## config.mk

```make
export PLATFORM = sky130hd
export DESIGN_NAME = fetch_stage
export DESIGN_NICKNAME = d
export VERILOG_FILES = /design/src/rtl/fetch_stage.sv
export SDC_FILE = /design/constraint.sdc
export NUM_CORES = 1
export LEC_CHECK = 0
export CORE_ASPECT_RATIO = 1.4
export CORE_MARGIN = 3
export CORE_UTILIZATION = 24
export CTS_CLUSTER_DIAMETER = 40
export DETAILED_ROUTE_END_ITERATION = 6
export MAX_ROUTING_LAYER = met4
export SLEW_MARGIN = 5
export SYNTH_ARGS = -nofsm -noshare
export SYNTH_HDL_FRONTEND = slang
export SYNTH_SLANG_ARGS = --single-unit
```

## constraint.sdc

```tcl
create_clock -name clk -period 5.19 [get_ports clk]
set_input_delay 1.2975 -clock clk [delete_from_list [all_inputs] [get_ports clk]]
set_output_delay 1.2975 -clock clk [all_outputs]
set_load 0.1 [all_outputs]
```

## src/rtl/fetch_stage.sv

```systemverilog
// Instruction-fetch stage and IF/ID pipeline register for the pipelined LEGv8 core.
// Holds the PC, applies decode-stage stalls and delay-slot branch redirects.
module fetch_stage #(
  parameter int                 ADDR_W   = 64,
  parameter logic [ADDR_W-1:0]  RESET_PC = '0,
  parameter logic [31:0]        BUBBLE   = 32'h910003FF
) (
  input  logic              clk,
  input  logic              reset,
  output logic [ADDR_W-1:0] imem_addr,
  input  logic [31:0]       imem_data,
  input  logic              stall,
  input  logic              br_taken,
  input  logic              uncond_br,
  output logic [31:0]       id_instr,
  output logic [ADDR_W-1:0] id_pc,
  output logic              id_valid,
  output logic [31:0]       fetch_count
);

  logic [ADDR_W-1:0] pc_reg, pc_next;
  logic [ADDR_W-1:0] id_pc_reg, id_pc_next;
  logic [31:0]       id_instr_reg, id_instr_next;
  logic              id_valid_reg, id_valid_next;
  logic [31:0]       fetch_count_reg, fetch_count_next;

  logic [ADDR_W-1:0] br_offset;
  logic [ADDR_W-1:0] br_target;
  logic              redirect;

  // Word offsets are sign-extended and scaled to bytes in one concatenation.
  always_comb begin
    if (uncond_br) begin
      br_offset = {{(ADDR_W-28){id_instr_reg[25]}}, id_instr_reg[25:0], 2'b00};
    end else begin
      br_offset = {{(ADDR_W-21){id_instr_reg[23]}}, id_instr_reg[23:5], 2'b00};
    end
    br_target = id_pc_reg + br_offset;
  end

  // A bubble in IF/ID must never redirect, whatever decode reports.
  assign redirect = br_taken & id_valid_reg;

  always_comb begin
    pc_next          = pc_reg;
    id_pc_next       = id_pc_reg;
    id_instr_next    = id_instr_reg;
    id_valid_next    = id_valid_reg;
    fetch_count_next = fetch_count_reg;
    if (!stall) begin
      pc_next          = redirect ? br_target : pc_reg + {{(ADDR_W-3){1'b0}}, 3'd4};
      id_instr_next    = imem_data;
      id_pc_next       = pc_reg;
      id_valid_next    = 1'b1;
      fetch_count_next = fetch_count_reg + 32'd1;
    end
  end

  always_ff @(posedge clk) begin
    if (reset) begin
      pc_reg          <= RESET_PC;
      id_pc_reg       <= '0;
      id_instr_reg    <= BUBBLE;
      id_valid_reg    <= 1'b0;
      fetch_count_reg <= '0;
    end else begin
      pc_reg          <= pc_next;
      id_pc_reg       <= id_pc_next;
      id_instr_reg    <= id_instr_next;
      id_valid_reg    <= id_valid_next;
      fetch_count_reg <= fetch_count_next;
    end
  end

  assign imem_addr   = pc_reg;
  assign id_instr    = id_instr_reg;
  assign id_pc       = id_pc_reg;
  assign id_valid    = id_valid_reg;
  assign fetch_count = fetch_count_reg;

endmodule

```

==> impl_metrics.tcl <==
set metrics [dict create \
    ctsLongestPathBuffers 2 \
    power.net_switching_w 0.001328 \
    num_antenna_cells 0 \
    syn_to_final_growth_pct 32.80 \
    grt_pass1_wl_um 73060 \
    yosysSeqAreaShare_pct 30.94 \
    drive_gt1_share_pct 9.485 \
    yosysMostFrequentCell "nor2_1" \
    rsz0062_at_grt "no" \
    vias 12943 \
    cts_tree "built" \
    p_int_w 0.002631 \
    synthTopCellsByArea "dfxtp_1 31%, mux2i_1 7.9%, nor2_1 6.8%, a21oi_1 6.4%, ha_1 6.3%" \
    first_global_vias 12756 \
    setup_viol 0 \
    cts_resized 0 \
    ios 230 \
    synth_edf_count 0 \
    numCtsBuffers 17 \
    hold_viol 0 \
    avgSynthCellArea_um2 7.845 \
    start_util_pct 24.37 \
    status "finished, final reports clean" \
    worst-slew-pin-transition_ns 1.095 \
    maxSlewHeadroom_pct 26.80 \
    cts_root_buffer "clkbuf_16" \
    period_share_pct 90.78 \
    dp_hpwl_um 35830 \
    post_cts_buffers 0 \
    coreArea_mm2 0.05125 \
    reg2reg_to "imem_addr[62]$_SDFFE_PP0N_" \
    ys_top_cells_by_count "227 x nor2_1, 193 x dfxtp_1, 160 x a21oi_1" \
    cp_data_arrival_time_ns 5.09 \
    combPwrFrac_pct 22.4 \
    crit_fanout 26 \
    clock_skew_ns 0.01471 \
    synth.top_cell.area_share_pct 30.94 \
    peakVddDrop_v 0.0001675 \
    std_cell_rows 98 \
    detail_route.wl_per_cell_um 19.30 \
    drv_slew 0 \
    hold_path.class "reg -> reg" \
    critPathRequiredTime_ns 5.57 \
    die_width_um 198.8 \
    synthCells 1592 \
    r2r_cells 13 \
    die_h_um 275.9 \
    holdWs_ns 0.4736 \
    start_kind "input port" \
    async_reset_ff_share_pct 0 \
    rr_startpoint "id_instr[5]$_SDFFE_PP1N_" \
    gp_congestion 0.9292 \
    tns_ns 0 \
    htreeDepth 4 \
    grt_max_degree 121 \
    drv_cap 0 \
    syn-num-nets 1693 \
    ys_warn_count 0 \
    track_usage_pct 17.45 \
    hold_end "id_instr[28]$_SDFFE_PP1N_" \
    io_buffers 229 \
    cts.clk_slew.worst_paths_ns 0.07 \
    holdBufCountCts 0 \
    dieArea_mm2 0.05485 \
    seqPwrFrac_pct 40.1 \
    remaining_drc_errors 0 \
    p_leak_nw 6.646 \
    holdPathStages 2 \
    synth-main-ff-cell "dfxtp_1" \
    fillerInstances 5390 \
    rrSetupSlack_ns 1.70 \
    final_nets 1933 \
    synthDistinctLibCells 75 \
    synth-seq-cells 193 \
    yosysTopAreaCell "dfxtp_1" \
    period_minus_slack_ns 4.712 \
    initialDrtViolationCount 953 \
    clockPowerShare_pct 37.6 \
    dr.pass1.iters 5 \
    grt.overflow.total 0 \
    min_from "id_instr[28]$_SDFFE_PP1N_" \
    routed_wl_um 48160 \
    p_total_w 0.003959 \
    antenna_found_initial 0 \
    via_per_inst 5.188 \
    powerDensity_mw_per_mm2 238.7 \
    syn_area_mm2 0.01249 \
    p_sw_share_pct 33.54 \
    fmax_ghz 0.2122 \
    path_class "in -> reg" \
    clock_sinks 193 \
    drtAntennaViolNets 0 \
    clock_latency_ns 0.47 \
    end_kind "register" \
]
==> metrics by stage <==
step           util, %  worst slack [ns]  instance area [um2]  std cells
2_1_floorplan        -            0.4131                12490       1592
3_3_place_gp     31.12           0.05081                15950       2463
3_5_place_dp     31.12          0.001872                15950       2463
4_1_cts          32.36            0.4972                16590       2495
5_1_grt          32.36            0.2937                16590       2495
6_report         32.36            0.4784                16590       2495
==> worst max path at each step <==
stage	start	slack, ns	end	cells past startpoint
4_1_cts	uncond_br	0.50	imem_addr[62]$_SDFFE_PP0N_	14
5_1_grt	uncond_br	0.29	imem_addr[62]$_SDFFE_PP0N_	14
3_5_place_dp	uncond_br	0.002	imem_addr[62]$_SDFFE_PP0N_	14
2_1_floorplan	uncond_br	0.41	imem_addr[45]$_SDFFE_PP0N_	14
6_report	uncond_br	0.48	imem_addr[62]$_SDFFE_PP0N_	14
3_3_place_gp	uncond_br	0.05	imem_addr[62]$_SDFFE_PP0N_	14
==> layout make-up <==
| cell class | instances | area [um2] | area share (%) |
|---|---|---|---|
| inverters | 21 | 78.83 | 0.4753 |
| clock inverters | 12 | 178.9 | 1.079 |
| flip-flops and latches | 193 | 3864 | 23.30 |
| repair buffers | 318 | 3024 | 18.23 |
| well taps | 650 | 813.3 | 4.903 |
| multi-input cells | 1281 | 8170 | 49.26 |
| clock buffers | 20 | 456.7 | 2.753 |
==> power groups by stage <==
| stage | clock (W) | combinational, W | sequential [W] |
|---|---|---|---|
| 6_report | 0.00149 | 0.000885 | 0.00159 |
| 5_1_grt | 0.00158 | 0.000937 | 0.00159 |
| 4_1_cts | 0.00154 | 0.000885 | 0.00159 |
| 3_5_place_dp | 0 | 0.000881 | 0.00162 |
| 3_3_place_gp | 0 | 0.000876 | 0.00162 |
| 2_1_floorplan | 0 | 0.000328 | 0.00190 |
==> worst max-delay path, cell delays in order <==
cell and delay (ns):
clkdlybuf4s50_1 0.51, buf_12 0.19, mux2_2 0.36, ha_1 0.33, o21ai_0 0.11, o21ai_0 0.32, nand2_1 0.14, o31ai_2 0.38
o21a_1 0.24, o21ai_2 0.10, o31ai_4 0.43, a21oi_1 0.21, or3_1 0.38, o211ai_1 0.09
==> cell usage in the layout (no fill, tap or decap), drive strengths merged, types with 34 or more instances in the layout <==
| cell type | instances |
|---|---|
| clkdlybuf4s50 | 227 |
| nand2 | 140 |
| and3 | 38 |
| a21oi | 162 |
| dfxtp | 193 |
| xnor2 | 43 |
| a21o | 46 |
| ha | 63 |
| buf | 90 |
| nand3 | 47 |
| nor2 | 229 |
| mux2i | 98 |
| o21ai | 94 |
| nand4 | 35 |
| xor2 | 34 |
==> logic make-up (layout without fill, tap and decap cells) <==
group / Yosys count / after routing / synth area share [%]
compound gates: 438 / 438 / 22.17
xor+xnor: 77 / 77 / 5.400
fa+ha+maj: 64 / 64 / 6.472
buf+inv: 118 / 371 / 3.697
flops: 193 / 193 / 30.94
mux: 116 / 116 / 9.477
simple gates: 586 / 586 / 21.85
==> layer usage <==
| layer | vias up | GRT usage [%] | share of wire (%) |
|---|---|---|---|
| li1 | 6227 | - | - |
| met5 | - | - | 0 |
| met2 | 448 | 30.80 | 50 |
| met3 | 98 | 2.361 | 4.9 |
| met4 | 0 | 7.439 | 3.7 |
| met1 | 6170 | 19.74 | 41 |
(Power assumes the default switching activity.)
